==> config.mk <==
export PLATFORM = sky130hd
export DESIGN_NAME = uart_rx_capture
export DESIGN_NICKNAME = d
export VERILOG_FILES = /design/src/rtl/uart_rx_capture_pkg.sv /design/src/rtl/uart_rx_capture_fifo.sv /design/src/rtl/uart_rx_capture.sv
export SDC_FILE = /design/constraint.sdc
export NUM_CORES = 1
export LEC_CHECK = 0
export BUFFER_PORTS_ARGS = -buffer_cell sky130_fd_sc_hd__buf_2
export CORE_MARGIN = 5
export CORE_UTILIZATION = 55
export CTS_CLUSTER_SIZE = 8
export DETAILED_ROUTE_END_ITERATION = 10
export PLACE_DENSITY_LB_ADDON = 0.2
export SYNTH_ARGS = -nofsm -noshare
export SYNTH_HDL_FRONTEND = slang
export SYNTH_SLANG_ARGS = --single-unit
==> constraint.sdc <==
create_clock -name clk -period 7 [get_ports clk]
set_input_delay 0.7 -clock clk [delete_from_list [all_inputs] [get_ports clk]]
set_output_delay 0.7 -clock clk [all_outputs]
set_load 0.005 [all_outputs]
==> src/rtl/uart_rx_capture_pkg.sv <==
`default_nettype none
// ============================================================================
// Module      : uart_rx_capture_pkg
// Description : Shared definitions for the UART receive capture block:
//               receiver state encoding, parity mode constants and the
//               oversampling tick divisor helper.
// Revision    : 1.0 - initial release
// ============================================================================
package uart_rx_capture_pkg;

    // Receiver state encoding, kept as explicit-width constants.
    typedef logic [2:0] state_t;

    localparam state_t ST_IDLE    = 3'd0;
    localparam state_t ST_START   = 3'd1;
    localparam state_t ST_DATA    = 3'd2;
    localparam state_t ST_PARITY  = 3'd3;
    localparam state_t ST_STOP    = 3'd4;
    localparam state_t ST_RECOVER = 3'd5;

    // Parity modes selectable through the PARITY parameter.
    localparam int PARITY_NONE = 0;
    localparam int PARITY_ODD  = 1;
    localparam int PARITY_EVEN = 2;

    // Clocks per oversampling tick; never below 1 so slow clocks still work.
    function automatic int calc_div(input int clk_hz, input int baud, input int oversample);
        int d;
        d = clk_hz / (baud * oversample);
        return (d < 1) ? 1 : d;
    endfunction

endpackage
`default_nettype wire

==> src/rtl/uart_rx_capture_fifo.sv <==
`default_nettype none
// ============================================================================
// Module      : uart_rx_capture_fifo
// Description : First-word-fall-through FIFO with same-cycle push/pop
//               (honoured at full and at empty) and an occupancy count.
//               The head reads as zero while the FIFO is empty.
// Revision    : 1.0 - initial release
// ============================================================================
module uart_rx_capture_fifo #(
    parameter int WIDTH = 8,
    parameter int DEPTH = 16
) (
    input  logic                     clk,
    input  logic                     rst,
    input  logic                     push,
    input  logic [WIDTH-1:0]         push_data,
    input  logic                     pop,
    output logic [WIDTH-1:0]         pop_data,
    output logic                     full,
    output logic                     empty,
    output logic [$clog2(DEPTH):0]   count
);

    localparam int c_AW = $clog2(DEPTH);
    localparam logic [c_AW:0] c_FULL = (c_AW+1)'(DEPTH);

    logic [WIDTH-1:0] r_mem [DEPTH];
    logic [c_AW-1:0]  r_wr_ptr;
    logic [c_AW-1:0]  r_rd_ptr;
    logic [c_AW:0]    r_count;
    logic             w_push_ok;
    logic             w_pop_ok;

    assign empty     = (r_count == '0);
    assign full      = (r_count == c_FULL);
    // A pop on a full FIFO frees the slot the simultaneous push needs.
    assign w_pop_ok  = pop && !empty;
    assign w_push_ok = push && (!full || w_pop_ok);
    assign pop_data  = empty ? '0 : r_mem[r_rd_ptr];
    assign count     = r_count;

    // Storage write; contents need no reset because the count gates reads.
    always_ff @(posedge clk) begin
        if (w_push_ok) begin
            r_mem[r_wr_ptr] <= push_data;
        end
    end

    // Pointer and occupancy bookkeeping; pointers wrap naturally (DEPTH is 2^n).
    always_ff @(posedge clk) begin
        if (rst) begin
            r_wr_ptr <= '0;
            r_rd_ptr <= '0;
            r_count  <= '0;
        end else begin
            if (w_push_ok) begin
                r_wr_ptr <= r_wr_ptr + c_AW'(1);
            end
            if (w_pop_ok) begin
                r_rd_ptr <= r_rd_ptr + c_AW'(1);
            end
            case ({w_push_ok, w_pop_ok})
                2'b10:   r_count <= r_count + (c_AW+1)'(1);
                2'b01:   r_count <= r_count - (c_AW+1)'(1);
                default: r_count <= r_count;
            endcase
        end
    end

endmodule
`default_nettype wire

==> src/rtl/uart_rx_capture.sv <==
`default_nettype none
// ============================================================================
// Module      : uart_rx_capture
// Description : UART receive monitor. Decodes an oversampled serial line,
//               buffers accepted characters in a FWFT FIFO with a
//               valid/ready drain port, and flags end-of-run, framing,
//               parity and overflow conditions.
//               Optional macro UART_RX_CAPTURE_PRINT_EN: echoes every byte
//               accepted into the FIFO to the simulation console.
// Revision    : 1.0 - initial release
// ============================================================================
module uart_rx_capture
    import uart_rx_capture_pkg::*;
#(
    parameter int         CLK_HZ      = 50000000,
    parameter int         BAUD        = 115200,
    parameter int         OVERSAMPLE  = 16,
    parameter int         DATA_BITS   = 8,
    parameter int         PARITY      = 0,
    parameter int         STOP_BITS   = 1,
    parameter int         FIFO_DEPTH  = 16,
    parameter logic [7:0] FINISH_CHAR = 8'h04,
    parameter logic [7:0] DROP_CHAR   = 8'h0D
) (
    input  logic                          clk,
    input  logic                          rst,
    input  logic                          uart_rx,
    output logic                          uart_tx,
    output logic                          out_valid,
    output logic [7:0]                    out_data,
    input  logic                          out_ready,
    output logic [$clog2(FIFO_DEPTH):0]   fifo_count,
    output logic                          core_finish,
    output logic                          frame_err,
    output logic                          parity_err,
    output logic                          overflow
);

    localparam int c_DIV   = calc_div(CLK_HZ, BAUD, OVERSAMPLE);
    localparam int c_DIV_W = (c_DIV > 1) ? $clog2(c_DIV) : 1;
    localparam int c_OS_W  = $clog2(OVERSAMPLE);

    logic                 r_rx_meta;
    logic                 r_rx_sync;
    state_t               r_state;
    logic [c_DIV_W-1:0]   r_div_cnt;
    logic [c_OS_W-1:0]    r_os_cnt;
    logic [2:0]           r_bit_cnt;
    logic [7:0]           r_shift;
    logic                 r_par_bit;
    logic                 r_stop_bad;
    logic                 r_push_valid;
    logic [7:0]           r_push_data;
    logic                 r_frame_err;
    logic                 r_parity_err;
    logic                 r_finish;
    logic                 r_overflow;

    logic                 w_tick;
    logic                 w_sample;
    logic [c_OS_W-1:0]    w_os_target;
    logic                 w_stop_bad;
    logic                 w_par_bad;
    logic                 w_pop;
    logic                 w_accept;
    logic                 w_fifo_full;
    logic                 w_fifo_empty;

    assign uart_tx     = 1'b1;
    assign core_finish = r_finish;
    assign frame_err   = r_frame_err;
    assign parity_err  = r_parity_err;
    assign overflow    = r_overflow;
    assign out_valid   = !w_fifo_empty;

    // Bit sampling happens mid-bit: half a bit into START, a full bit after that.
    assign w_tick      = (r_div_cnt == c_DIV_W'(c_DIV - 1));
    assign w_os_target = (r_state == ST_START) ? c_OS_W'(OVERSAMPLE/2 - 1)
                                               : c_OS_W'(OVERSAMPLE - 1);
    assign w_sample    = w_tick && (r_os_cnt == w_os_target);
    assign w_stop_bad  = r_stop_bad | ~r_rx_sync;

    assign w_pop    = out_ready && out_valid;
    assign w_accept = r_push_valid && (!w_fifo_full || w_pop);

    // Parity check of the collected data bits against the received parity bit.
    always_comb begin
        w_par_bad = 1'b0;
        if (PARITY == PARITY_ODD) begin
            w_par_bad = ~((^r_shift) ^ r_par_bit);
        end else if (PARITY == PARITY_EVEN) begin
            w_par_bad = (^r_shift) ^ r_par_bit;
        end
    end

    // Two-flop synchronizer for the asynchronous line, idling high.
    always_ff @(posedge clk) begin
        if (rst) begin
            r_rx_meta <= 1'b1;
            r_rx_sync <= 1'b1;
        end else begin
            r_rx_meta <= uart_rx;
            r_rx_sync <= r_rx_meta;
        end
    end

    // Frame decoder: tick divider, bit sampling and frame-completion decisions.
    always_ff @(posedge clk) begin
        if (rst) begin
            r_state      <= ST_IDLE;
            r_div_cnt    <= '0;
            r_os_cnt     <= '0;
            r_bit_cnt    <= '0;
            r_shift      <= '0;
            r_par_bit    <= 1'b0;
            r_stop_bad   <= 1'b0;
            r_push_valid <= 1'b0;
            r_push_data  <= '0;
            r_frame_err  <= 1'b0;
            r_parity_err <= 1'b0;
            r_finish     <= 1'b0;
        end else begin
            r_push_valid <= 1'b0;
            r_frame_err  <= 1'b0;
            r_parity_err <= 1'b0;
            r_div_cnt    <= w_tick ? '0 : r_div_cnt + c_DIV_W'(1);
            if (w_sample) begin
                r_os_cnt <= '0;
            end else if (w_tick) begin
                r_os_cnt <= r_os_cnt + c_OS_W'(1);
            end

            case (r_state)
                ST_IDLE: begin
                    // Hold the divider cleared so sampling aligns to the falling edge.
                    r_div_cnt <= '0;
                    r_os_cnt  <= '0;
                    if (!r_rx_sync) begin
                        r_state <= ST_START;
                    end
                end
                ST_START: begin
                    if (w_sample) begin
                        if (r_rx_sync) begin
                            r_state <= ST_IDLE;
                        end else begin
                            r_state   <= ST_DATA;
                            r_bit_cnt <= '0;
                            r_shift   <= '0;
                        end
                    end
                end
                ST_DATA: begin
                    if (w_sample) begin
                        r_shift[r_bit_cnt] <= r_rx_sync;
                        if (r_bit_cnt == 3'(DATA_BITS - 1)) begin
                            r_bit_cnt  <= '0;
                            r_stop_bad <= 1'b0;
                            r_state    <= (PARITY != PARITY_NONE) ? ST_PARITY : ST_STOP;
                        end else begin
                            r_bit_cnt <= r_bit_cnt + 3'd1;
                        end
                    end
                end
                ST_PARITY: begin
                    if (w_sample) begin
                        r_par_bit <= r_rx_sync;
                        r_state   <= ST_STOP;
                    end
                end
                ST_STOP: begin
                    if (w_sample) begin
                        if (r_bit_cnt == 3'(STOP_BITS - 1)) begin
                            if (w_stop_bad) begin
                                r_frame_err <= 1'b1;
                                r_state     <= ST_RECOVER;
                            end else begin
                                r_state <= ST_IDLE;
                                if ((PARITY != PARITY_NONE) && w_par_bad) begin
                                    r_parity_err <= 1'b1;
                                end else if (r_shift == FINISH_CHAR) begin
                                    r_finish <= 1'b1;
                                end else if (r_shift != DROP_CHAR) begin
                                    r_push_valid <= 1'b1;
                                    r_push_data  <= r_shift;
                                end
                            end
                        end else begin
                            r_stop_bad <= w_stop_bad;
                            r_bit_cnt  <= r_bit_cnt + 3'd1;
                        end
                    end
                end
                ST_RECOVER: begin
                    // A broken frame may leave the line low; wait for idle first.
                    if (r_rx_sync) begin
                        r_state <= ST_IDLE;
                    end
                end
                default: begin
                    r_state <= ST_IDLE;
                end
            endcase
        end
    end

    // Sticky loss flag: a completed byte found the FIFO full with no pop.
    always_ff @(posedge clk) begin
        if (rst) begin
            r_overflow <= 1'b0;
        end else if (r_push_valid && !w_accept) begin
            r_overflow <= 1'b1;
        end
    end

    uart_rx_capture_fifo #(
        .WIDTH (8),
        .DEPTH (FIFO_DEPTH)
    ) u_fifo (
        .clk       (clk),
        .rst       (rst),
        .push      (r_push_valid),
        .push_data (r_push_data),
        .pop       (w_pop),
        .pop_data  (out_data),
        .full      (w_fifo_full),
        .empty     (w_fifo_empty),
        .count     (fifo_count)
    );

`ifdef UART_RX_CAPTURE_PRINT_EN
    // Echo each byte as it is accepted into the FIFO.
    always @(posedge clk) begin
        if (!rst && w_accept) begin
            $write("%c", r_push_data);
        end
    end
`else
    // Console echo compiled out; capture and handshake are unchanged.
`endif

endmodule
`default_nettype wire
==> out/metrics.cfg, run 1 <==
[worst_setup_path]
critical_path.most_common_cell=sky130_fd_sc_hd__mux4_2
startpoint_type=flop
critical_path.cell_chain=buf_4 -> mux4_2 -> mux4_2 -> and2_1 -> buf_2
critPathSlowestCell=sky130_fd_sc_hd__mux4_2
reg2reg_depth=8
worst_ep_arrival_time_ns=2.66
worst-path-buf-inv=2
endpoint_kind=output port
critical_path.max_stage_delay_ns=0.59
crit-reg2reg-launch=u_fifo.count[0]
regToRegSetupSlack_ns=3.84
worst_ep_required_time_ns=6.30
crit_type=flop to output port
crit_family=multiplexers
largest_fanout_on_the_critical_path=32
r2r_end=u_fifo.count[2]

[job]
maxCapViolCount=0

[power]
switching_share=0.249
power.clock.fraction=0.364
switching_power_uw=646
seqPwrFrac=0.469
p_per_area_nw_per_um2=305
cellLeakagePower_uw=0.00285
pwr-share-comb=0.167
max-vdd-ir-drop_mv=0.205
internal-power_uw=1940

[floorplanning]
floorplan.die.height_um=128
core.rowCount=43
coreArea_um2=13800
initial_core_util=0.558
floorplan.die_area_um2=16500
num_io_pins=23
die_width_um=128

[placed_design]
detailedPlacementHpwl_mm=9.50
dp.cells=690
globalplace.congestion=0.883
portBuffers=20
postPlaceCellArea_um2=7910

[grt]
grt_antenna_before_repair=0
first_global_vias=4351
wire_length_of_the_first_global_routing_pass_mm=24.1
grt_start_max_net_pins=40
grt_overflow_total=0
all_layer_gr_usage=0.197

[drt]
drc=0
detail_route.wl_per_cell_um=20.7
detailroute.via_count=4255
vias_per_cell=5.89
drt_iter0_markers=338
drtAntennaViolNets=0
detail_route.first_pass.iterations=5
detail_route.wirelength_mm=14.9

[clock_tree]
post-cts-setup-buffers=0
clk-insertion-delay-late_ns=0.42
cts-buffers-inserted=17
post_cts_hold_buffer_count=0
cts-root-buf=sky130_fd_sc_hd__clkbuf_16
cts_tree=built
worst_setup_hold_path_clk_slew_ns=0.06
ctsHtreeMaxLevel=4
num_clock_sinks=183
clock_path_buffers=2
post_cts_resize_count=0

[yosys]
asyncSetResetFlopFracSynth=0
yosys-top-cells-area=sky130_fd_sc_hd__edfxtp_1, sky130_fd_sc_hd__dfxtp_1, sky130_fd_sc_hd__mux4_2
synthDominantAreaCellType=sky130_fd_sc_hd__edfxtp_1
syn-num-nets=534
register_bit_count_reported_by_yosys=183
seq_area_frac_synth=0.641
post-synth-top-area-fraction=0.498
yosys_warnings=0
postSynthAreaPerCell_um2=14.9
distinct_cell_type_count_after_synthesis=63
syn_inst_count=517
postSynth.topFlopCell=sky130_fd_sc_hd__edfxtp_1
mappedNetlistArea_um2=7710
synth_enable_flop_cells=128

[sta]
worst-slew-pin-transition_ns=1.11
setup_viol=0
min_period_over_period=0.480
drv_slew=0
finalCriticalPeriod_ns=3.36
finClkSkew_ns=0.00616
maxSlewHeadroom=0.260
finalHoldViolations=0
rsz0062_at_grt=false
fin_tns_setup_ns=0
maximum_clock_frequency_mhz=298

[hold_path]
min_from=r_rx_meta
hold_path_end=r_rx_sync
worstHoldPathType=flop to flop
hold_path_depth=1

[final_layout]
most_common_cell_after_layout_fill_and_taps_aside=sky130_fd_sc_hd__edfxtp_1
area_delta_synth_final_pct=10.2
drive_gt1_frac=0.214
most-common-layout-cells=sky130_fd_sc_hd__edfxtp_1, sky130_fd_sc_hd__nor2_1, sky130_fd_sc_hd__dfxtp_1
finalInstanceArea_um2=8500
fin_util=0.614
finish.net_count=546
area_taken_by_multi_input_logic_gates_um2=2590
antennaDiodeCount=0
final.fill_count=1012
layoutNonFillerInstCount=722
sequential_cell_area_um2=4950

[outcome]
outcome=finished, final reports clean

## power groups by stage
stage          logic [µW]  clock network, µW  registers (µW)
6_report              433                944            1210
5_1_grt               479               1010            1220
4_1_cts               444                960            1210
3_5_place_dp          438                  0            1240
3_3_place_gp          430                  0            1230
2_1_floorplan         355                  0            1210
## metrics by stage
stage | setup slack (ns) | hold slack, ns | power, µW
floorplan | 4.34 | 0.389 | 1570
global placement | 3.96 | 0.392 | 1660
detailed placement | 3.88 | 0.394 | 1670
CTS | 3.58 | 0.409 | 2620
global route | 3.48 | 0.440 | 2710
finish | 3.64 | 0.408 | 2590
## kinds of logic after synthesis
logic type / synth area share
flip-flops: 0.641
AND/OR/NAND/NOR: 0.112
AO/OA/AOI/OAI: 0.0524
multiplexers: 0.128
buffers and inverters: 0.0255
XOR/XNOR: 0.0191
adder cells (fa/ha/maj): 0.0211
other: 0.000974
## sequential cells by signal, summed over array words and instances, names as in the netlist, 3 cells and up, named ones only
| register | cells |
|---|---|
| u_fifo.count | 5 |
| u_fifo.r_wr_ptr | 4 |
| r_div_cnt | 5 |
| r_state | 3 |
| u_fifo.r_rd_ptr | 4 |
| r_push_data | 8 |
| r_shift | 8 |
| u_fifo.r_mem | 128 |
| r_bit_cnt | 3 |
| r_os_cnt | 4 |
## cell usage after synthesis, types with 6 or more instances
library cell	instances
sky130_fd_sc_hd__and2_1	8
sky130_fd_sc_hd__nand3_1	11
sky130_fd_sc_hd__clkbuf_1	10
sky130_fd_sc_hd__inv_1	10
sky130_fd_sc_hd__nand2_1	29
sky130_fd_sc_hd__nor2_1	55
sky130_fd_sc_hd__mux4_2	40
sky130_fd_sc_hd__ha_1	13
sky130_fd_sc_hd__nor2b_1	6
sky130_fd_sc_hd__xnor2_1	7
sky130_fd_sc_hd__nor3_1	9
sky130_fd_sc_hd__edfxtp_1	128
sky130_fd_sc_hd__nand4_1	6
sky130_fd_sc_hd__and3_1	6
sky130_fd_sc_hd__a21oi_1	23
sky130_fd_sc_hd__nand2b_1	6
sky130_fd_sc_hd__dfxtp_1	55
sky130_fd_sc_hd__xor2_1	8
## how the worst max path moves through the flow
stage,startpoint,to,slack [ns],depth (start not counted)
2_1_floorplan,u_fifo.count[0],u_fifo.count[2],4.34,9
3_3_place_gp,u_fifo.count[0],u_fifo.count[2],3.96,8
3_5_place_dp,u_fifo.count[0],u_fifo.count[2],3.88,8
4_1_cts,flop,out_data[1],3.58,5
5_1_grt,flop,out_data[1],3.48,5
6_report,flop,out_data[1],3.64,5
## final cells by class
cell class | instances | share of cell area
clock buffer | 18 | 0.0505
clock inverter | 14 | 0.0186
inverter | 10 | 0.00442
multi-input combinational | 296 | 0.305
sequential | 183 | 0.582
tap | 180 | 0.0265
timing repair buffer | 21 | 0.0127
## routing by layer
layer  up-vias  part of all wire  wire [µm]  global-route usage
met5         -                 0          0                   0
met4         0             0.013        199              0.0537
met2       110              0.52       7820               0.340
met3        18             0.042        628              0.0419
met1      2145              0.42       6270               0.256
li1       1982                 -          -                   -
Power figures use the tool's default switching activity.
==> run 2, diff against run 1 <==
- clock period: 7 -> 2.95 ns (I/O delays scaled with it)
==> out/metrics.cfg, run 2 (synthesis results as in run 1) <==
[sta]
setup_viol=0
finalHoldViolations=0
post-route-worst-setup-slack_ns=0.163
worst-slew-pin-transition_ns=0.694
fin_tns_setup_ns=0
drv_slew=0
maximum_clock_frequency_mhz=359
finClkSkew_ns=0.00823
finalCriticalPeriod_ns=2.79
maxSlewHeadroom=0.537
rsz0062_at_grt=false
min_period_over_period=0.945

[clock_tree]
cts_tree=built
cts-buffers-inserted=17
post_cts_hold_buffer_count=0
cts-root-buf=sky130_fd_sc_hd__clkbuf_16
worst_setup_hold_path_clk_slew_ns=0.06
num_clock_sinks=183
clk-insertion-delay-late_ns=0.43
ctsHtreeMaxLevel=4
clock_path_buffers=2
post-cts-setup-buffers=0

[drt]
drc=0
detailroute.via_count=4329
drt_iter0_markers=303
detail_route.wirelength_mm=14.9
detail_route.first_pass.iterations=4
drtAntennaViolNets=0
vias_per_cell=5.84
detail_route.wl_per_cell_um=20.0

[worst_setup_path]
largest_fanout_on_the_critical_path=17
crit_family=multiplexers
crit_type=flop to output port
worst_ep_required_time_ns=2.65
worst_ep_arrival_time_ns=2.49
critical_path.most_common_cell=sky130_fd_sc_hd__mux4_2
endpoint_kind=output port
critical_path.max_stage_delay_ns=0.52
worst-path-buf-inv=2
startpoint_type=flop
critical_path.cell_chain=buf_12 -> mux4_2 -> mux4_2 -> and2_1 -> buf_2
critPathSlowestCell=sky130_fd_sc_hd__mux4_2

[outcome]
outcome=finished, final reports clean

[final_layout]
largest_register_ff_count=128
antennaDiodeCount=0
finalInstanceArea_um2=8620
area_delta_synth_final_pct=11.8
most_common_cell_after_layout_fill_and_taps_aside=sky130_fd_sc_hd__edfxtp_1
drive_gt1_frac=0.235
biggestRegsByFlops=u_fifo.r_mem x128, r_push_data x8, r_shift x8
finish.net_count=565
most-common-layout-cells=sky130_fd_sc_hd__edfxtp_1, sky130_fd_sc_hd__nor2_1, sky130_fd_sc_hd__dfxtp_1
layoutNonFillerInstCount=741
regMostFlops=u_fifo.r_mem

[power]
power.total_uw=6100
max-vdd-ir-drop_mv=0.512
cellLeakagePower_uw=0.00294
p_per_area_nw_per_um2=708

[floorplanning]
die_width_um=128
core.rowCount=43
coreArea_um2=13800
num_io_pins=23
initial_core_util=0.558
floorplan.die.height_um=128
floorplan.die_area_um2=16500

[grt]
first_global_vias=4502
grt_start_max_net_pins=40
wire_length_of_the_first_global_routing_pass_mm=24.0
grt_antenna_before_repair=0
all_layer_gr_usage=0.195
grt_overflow_total=0

[placed_design]
detailedPlacementHpwl_mm=9.70
portBuffers=20
dpl_worst_slack_ns=0.306
postPlaceCellArea_um2=8040
globalplace.congestion=0.894
dp.cells=709

[hold_path]
worstHoldPathType=input port to flop

[job]
maxCapViolCount=0

[run 2: changes by cell type in the layout (fill, tap and decap cells not counted), sizes merged]
cell      delta
inv          -1
buf         +19
clkbuf       +7
clkinv       -2
bufinv       -3
clkinvlp     -1
[run 2: cell type report]
class                      instances  area (µm²)
clock buffer                      25         539
clock inverter                     7        38.8
fill                            1015        5200
inverter                          10        37.5
multi-input combinational        296        2570
sequential                       183        4950
tap                              180         225
timing repair buffer              40         263
[run 2: worst register-to-register path, cell delays in order (launching register included)]
cell and delay (ns):
sky130_fd_sc_hd__dfxtp_1 0.36, sky130_fd_sc_hd__or4_4 0.56, sky130_fd_sc_hd__o21ai_1 0.17, sky130_fd_sc_hd__nor2_1 0.09
sky130_fd_sc_hd__xor2_1 0.16, sky130_fd_sc_hd__ha_1 0.23, sky130_fd_sc_hd__or4_1 0.48, sky130_fd_sc_hd__a21oi_1 0.19
sky130_fd_sc_hd__mux2_4 0.32
[run 2: report_power, final]
| part | leakage [µW] | total, µW | switching, µW | internal, µW |
|---|---|---|---|---|
| logic | 0.00103 | 1090 | 530 | 555 |
| clock network | 0.000282 | 2150 | 884 | 1270 |
| registers | 0.00163 | 2870 | 103 | 2770 |
| total | 0.00294 | 6100 | 1520 | 4590 |
[run 2: per-layer routing]
metal | vias up | part of all wire | global-route usage
li1 | 2026 | - | -
met5 | - | 0 | 0
met2 | 117 | 0.52 | 0.335
met3 | 22 | 0.048 | 0.0382
met1 | 2164 | 0.42 | 0.244
met4 | 0 | 0.019 | 0.0799
[run 2: final timing paths]
path | start | to | slack [ns] | cells past startpoint
hold / removal | uart_rx | r_rx_meta | 0.05 | 2
setup reg to reg | u_fifo.count[0] | u_fifo.count[2] | 0.29 | 8
hold reg to reg | r_rx_meta | r_rx_sync | 0.41 | 1
setup / recovery | flop | out_data[6] | 0.16 | 5
[run 2: timing repair]
item                                    CTS  global route
endpoints found under the setup margin    0             8
endpoints found under the hold margin     0             0
resized for setup                         0             1
[run 2: through the flow]
| stage | hold slack [ns] | utilization |
|---|---|---|
| 2_1_floorplan | 0.389 | - |
| 3_3_place_gp | 0.393 | 0.582 |
| 3_5_place_dp | 0.404 | 0.582 |
| 4_1_cts | 0.0350 | 0.623 |
| 5_1_grt | 0.0560 | 0.624 |
| 6_report | 0.0526 | 0.624 |
